## src/rtl/mealy_seq_pkg.sv

```systemverilog
// Shared definitions for the Mealy sequence detector: state encoding,
// default pattern/counter constants and a small sizing helper.
package mealy_seq_pkg;

  // FILL: history not yet full; ARMED: history holds PAT_W-1 valid bits
  typedef enum logic {
    FILL  = 1'b0,
    ARMED = 1'b1
  } state_t;

  localparam int                     DEF_PAT_W   = 4;
  localparam logic [DEF_PAT_W-1:0]   DEF_PATTERN = 4'b1011;
  localparam int                     DEF_CNT_W   = 8;

  // Width of the fill counter, which must hold values 0..pat_w-1
  function automatic int fill_width(input int pat_w);
    return (pat_w <= 2) ? 1 : $clog2(pat_w);
  endfunction

endpackage

```

## src/rtl/mealy_seq_detector_sat_counter.sv

```systemverilog
// sat_counter: up-counter that stops at its all-ones value instead of
// wrapping. Synchronous active-high reset.
module sat_counter #(
  parameter int width = 8
) (
  input  logic             clk,
  input  logic             rst,
  input  logic             inc,
  output logic [width-1:0] count
);

  logic [width-1:0] count_q;

  // Count up on inc, hold once every bit is set
  always_ff @(posedge clk) begin
    if (rst) begin
      count_q <= '0;
    end else if (inc && (count_q != {width{1'b1}})) begin
      count_q <= count_q + width'(1);
    end
  end

  assign count = count_q;

endmodule

```

## src/rtl/mealy_seq_detector.sv

```systemverilog
// mealy_seq_detector: serial pattern detector with a Mealy match flag.
// A history shift register holds the newest PAT_W-1 accepted bits; once it
// is full (state ARMED) the incoming bit completes the comparison in the
// same cycle, so y is combinational from state, x, x_valid and rst.
//
// Build option: define MEALY_SEQ_DETECTOR_CNT_EN to implement the saturating
// match counter; without it match_cnt is tied to zero and no counter exists.
//
// Input handshake: x_valid/x is a valid-only stream with no back-pressure.
// A bit is accepted on any rising edge where x_valid=1 and rst=0; when
// x_valid=0 the value on x is ignored and all state holds.
module mealy_seq_detector
  import mealy_seq_pkg::*;
#(
  parameter int               PAT_W   = DEF_PAT_W,
  parameter logic [PAT_W-1:0] PATTERN = DEF_PATTERN,
  parameter int               OVERLAP = 1,
  parameter int               CNT_W   = DEF_CNT_W
) (
  input  logic             clk,
  input  logic             rst,
  input  logic             x_valid,
  input  logic             x,
  output logic             y,
  output logic             y_q,
  output logic [CNT_W-1:0] match_cnt
);

  localparam int               HIST_W   = PAT_W - 1;
  localparam int               FILL_W   = fill_width(PAT_W);
  localparam logic [FILL_W-1:0] FILL_MAX = FILL_W'(PAT_W - 1);

  // state_q is the FSM state register; it is kept as a named signal so
  // checkers can bind to it directly.
  state_t              state_q, state_d;
  logic [HIST_W-1:0]   hist_q, hist_d;
  logic [FILL_W-1:0]   fill_q, fill_d;
  logic [FILL_W-1:0]   fill_inc;
  logic                match;
  logic                y_q_r;

  assign fill_inc = fill_q + FILL_W'(1);

  // Match decode and next-state: shift history on every accepted bit,
  // grow fill until armed, and on a match either stay armed (overlap) or
  // restart the fill so matched bits cannot be reused.
  always_comb begin
    state_d = state_q;
    hist_d  = hist_q;
    fill_d  = fill_q;
    match   = !rst && x_valid && (state_q == ARMED) && ({hist_q, x} == PATTERN);

    if (x_valid) begin
      hist_d = HIST_W'({hist_q, x});
      if (match) begin
        if (OVERLAP != 0) begin
          fill_d  = FILL_MAX;
          state_d = ARMED;
        end else begin
          fill_d  = '0;
          state_d = FILL;
        end
      end else if (fill_q != FILL_MAX) begin
        fill_d  = fill_inc;
        state_d = (fill_inc == FILL_MAX) ? ARMED : FILL;
      end
    end
  end

  // State, history, fill and registered match flag
  always_ff @(posedge clk) begin
    if (rst) begin
      state_q <= FILL;
      hist_q  <= '0;
      fill_q  <= '0;
      y_q_r   <= 1'b0;
    end else begin
      state_q <= state_d;
      hist_q  <= hist_d;
      fill_q  <= fill_d;
      y_q_r   <= match;
    end
  end

  assign y   = match;
  assign y_q = y_q_r;

`ifdef MEALY_SEQ_DETECTOR_CNT_EN
  sat_counter #(
    .width(CNT_W)
  ) u_match_cnt (
    .clk  (clk),
    .rst  (rst),
    .inc  (match),
    .count(match_cnt)
  );
`else
  assign match_cnt = '0;
`endif

endmodule

```

## config.mk

```make
export PLATFORM = sky130hd
export DESIGN_NAME = mealy_seq_detector
export DESIGN_NICKNAME = d
export VERILOG_FILES = /design/src/rtl/mealy_seq_pkg.sv /design/src/rtl/mealy_seq_detector_sat_counter.sv /design/src/rtl/mealy_seq_detector.sv
export SDC_FILE = /design/constraint.sdc
export NUM_CORES = 1
export LEC_CHECK = 0
export CELL_PAD_IN_SITES_DETAIL_PLACEMENT = 0
export CELL_PAD_IN_SITES_GLOBAL_PLACEMENT = 1
export CORE_AREA = 2 2 39 41
export CTS_CLUSTER_SIZE = 16
export DETAILED_ROUTE_END_ITERATION = 10
export DIE_AREA = 0 0 41 43
export MAX_ROUTING_LAYER = met4
export PLACE_DENSITY = 0.75
export SYNTH_ARGS = -nofsm -noshare
export SYNTH_HDL_FRONTEND = slang
export SYNTH_HIERARCHICAL = 1
export SYNTH_SLANG_ARGS = --single-unit
```

## constraint.sdc

```tcl
create_clock -name clk -period 2.7 [get_ports clk]
set_input_delay 0.27 -clock clk [delete_from_list [all_inputs] [get_ports clk]]
set_output_delay 0.27 -clock clk [all_outputs]
set_load 0.1 [all_outputs]
```

* Word-level counts from Yosys, hierarchy flattened
Index checks and enable logic that the tools add are counted.
Cells by class: reduce and logical (&&, ||, !) cells 6, $add $sub $neg 1, mux-type cells 5, equality and inequality tests 3
Operator list (count):
- $eq 4x4->1 const B | 1
- $mux 2 | 2
- $logic_and 1x1->1 | 3
- $mux 1 | 3
- $add 2x1->2 const B | 1
- $eq 2x2->1 const B | 1
- $ne 2x2->1 const B | 1
- $reduce_and 2->1 | 1
- $reduce_bool 2->1 | 1
- $logic_not 1->1 | 1
Word-level totals: word-level logic and storage cells 19, bits in registers 7

* Depth between registers and ports, before layout
word-level depth 6, mapped depth 5

* Worst setup path after synthesis
No wires, ideal clock.
kind register -> output, start point register hist_q[0], end point output y, data arrival time 1294 ps, setup slack 1136 ps, cell stages (with the launch flop) 4, path through dfxtp_1 and4b_1 nand4b_4 inv_1
On the way: cells in the longest elaborated chain, start to end 2
RTL lines:
- start: declaration | RTL line mealy_seq_detector.sv:36 | logic [HIST_W-1:0] hist_q, hist_d;
- start signal: assignment | RTL line mealy_seq_detector.sv:79 | hist_q <= hist_d;
- $eq 4x4->1 | RTL line mealy_seq_detector.sv:51 | match = !rst && x_valid && (state_q == ARMED) && ({hist_q, x} == PATTERN);
- $logic_and 1x1->1 | RTL line mealy_seq_detector.sv:51
- end: declaration | RTL line mealy_seq_detector.sv:24 | output logic y,
No other way between the ends.

* Worst setup path in the final report
start point input rst, end point output y
On the way: cells in the longest elaborated chain, start to end 4
RTL lines:
- start: declaration | RTL line mealy_seq_detector.sv:21 | input logic rst,
- $logic_not 1->1 | RTL line mealy_seq_detector.sv:51
- $logic_and 1x1->1 (3 in a row) | RTL line mealy_seq_detector.sv:51
No other way between the ends.

==> qor.yml <==
status: "finished clean"
dieArea_sq_mm: 0.00176
fmax_mhz: 527
reg2regPathDepth: 4
holdPathStages: 2
cts_buffers: 3
synth_top_area_cell: "dfxtp_1"
clk_pin_slew_worst_paths_ns: 0.05
cts_max_path_buffers: 2
placedCellCount: 58
cts_setup_buffers: 0
final_cells: 62
critPathArrivalTime_ns: 1.63
max_cap_viol_count: 0
worst_setup_path_start_kind: "primary input"
ys_warn_count: 6
ys_ff_latch: 7
drc: 0
antenna_found_initial: 0
tns_ns: 0
num_vias: 240
cts_sinks: 7
drt_iter0_markers: 1
fill_cells: 152
clock_latency_ns: 0.24
overflow: 0
syn-mean-instance-area_sq_um: 9.85
setup_viol: 0
layout_commonest_cell: "conb_1"
routed_wirelength_um: 498
min_path_type: "reg2reg"
hold_ws_ns: 0.522
layout_common_cells: "8 x conb_1, 7 x dfxtp_1, 4 x inv_1, 4 x nor2_1"
drv_slew: 0
yosysSeqAreaShare_pct: 36.5
hpwl_um: 396
grt_max_degree: 8
finalHoldViolations: 0
rsz0062_at_grt: "false"
drt_first_pass_iters: 2
post_drt_via_cell_ratio: 3.87
crit_fanout: 7
initial_core_util_pct: 27.8
p_per_area_mw_per_mm2: 629
crit_slowest_cell: "clkdlybuf4s50_1"
critPathRequiredTime_ns: 2.43
cts_tree: "yes"
cpPeakStageDelay_ns: 0.54
worst-setup-path-type: "in2out"
timing.final.crit_share_pct: 70.3
grt_pass1_wl_um: 828
drive_gt1_share_pct: 15.2
die_h_um: 43
root_buffer: "clkbuf_4"
worst_setup_path_end_kind: "primary output"
grt_pass1_vias: 212
io_pins: 14
wire_per_inst_um: 8.03
layout_min_cycle_time_ns: 1.90
h-tree-depth: 1
fp.dieW_um: 41
peakVddDrop_mv: 0.257
cts_resized: 0
syn_inst: 39
leakage_nw: 0.259
num_rows: 14
cts-hold-fix-buffers: 0
final_nets: 53
synth.distinct_cells: 15
path_cells: "clkdlybuf4s50_1, and4b_1, nand4b_4, inv_1, buf_12"
fin_skew_ns: 0.00351
area_growth_pct: 16.3
synthTopCellsByArea: "dfxtp_1 36%, buf_4 18%, mux2i_1 7.8%"
yosysTopAreaCellShare_pct: 36.5
antenna_cells: 0
core-area_sq_mm: 0.00138
ant_nets: 0
port_buffers: 5
grt_use_total_pct: 7.53
synth_area_sq_um: 384
gp_congestion: 0.680
power by group:
group	internal [mW]	switching, mW
combinational	0.0148	0.0602
sequential	0.110	0.00476
clock	0.0562	0.0351
final cells by class:
cell class | instances | area [sq um] | share of cell area, %
timing repair buffer | 5 | 57.6 | 12.9
multi-input combinational | 26 | 188 | 42.0
sequential | 7 | 140 | 31.4
tap | 16 | 20.0 | 4.48
clock buffer | 4 | 26.3 | 5.88
inverter | 4 | 15.0 | 3.36
cells by family after synthesis:
logic type      count (synthesis)  synth area share [%]
xor+xnor                        1                  2.28
other cells                     1                 0.976
mux                             3                  7.82
simple gates                    8                  16.6
compound gates                  4                  7.82
fa+ha+maj                       2                  6.51
flops                           7                  36.5
buf+inv                        13                  21.5
stage by stage:
step | power, mW | instance area [sq um] | worst slack, ns | utilization [%]
finish | 0.281 | 447 | 0.802 | 32.3
detailed placement | 0.192 | 420 | 0.809 | 30.4
floorplan | 0.193 | 410 | 1.14 | -
global route | 0.296 | 447 | 0.736 | 32.3
CTS | 0.287 | 447 | 0.801 | 32.3
global placement | 0.192 | 420 | 0.805 | 30.4
cell usage after synthesis (all sizes together):
| library cell | n |
|---|---|
| and2b | 1 |
| nor2 | 4 |
| conb | 1 |
| o21ai | 1 |
| and4b | 1 |
| nand3b | 1 |
| mux2i | 3 |
| a21oi | 2 |
| inv | 4 |
| xnor2 | 1 |
| ha | 2 |
| a311oi | 1 |
| nand4b | 1 |
| dfxtp | 7 |
| buf | 9 |
sequential cells by signal, summed over array words and instances (netlist names):
register	count
fill_q	2
y_q	1
hist_q	3
state_q	1
routing by layer:
layer	routed length [um]	track usage, %	share of wire, %	vias up
met3	30	1.57	6.0	0
met2	246	8.44	49	7
met5	0	-	0	-
met4	0	8.00	0	0
li1	-	-	-	126
met1	220	10.0	44	107
worst max-delay path: cells and delay by family:
kind	cells	cell delay [ns]
buffers and inverters	3	0.85
AND/OR/NAND/NOR	2	0.50
path summary, 6_finish.rpt:
path	start	end	slack (ns)
max reg2reg	fill_q[0]	state_q	1.53
min reg2reg	hist_q[1]	hist_q[1]	0.52
min	hist_q[1]	hist_q[1]	0.52
max	rst	y	0.80
(Power assumes the default switching activity.)
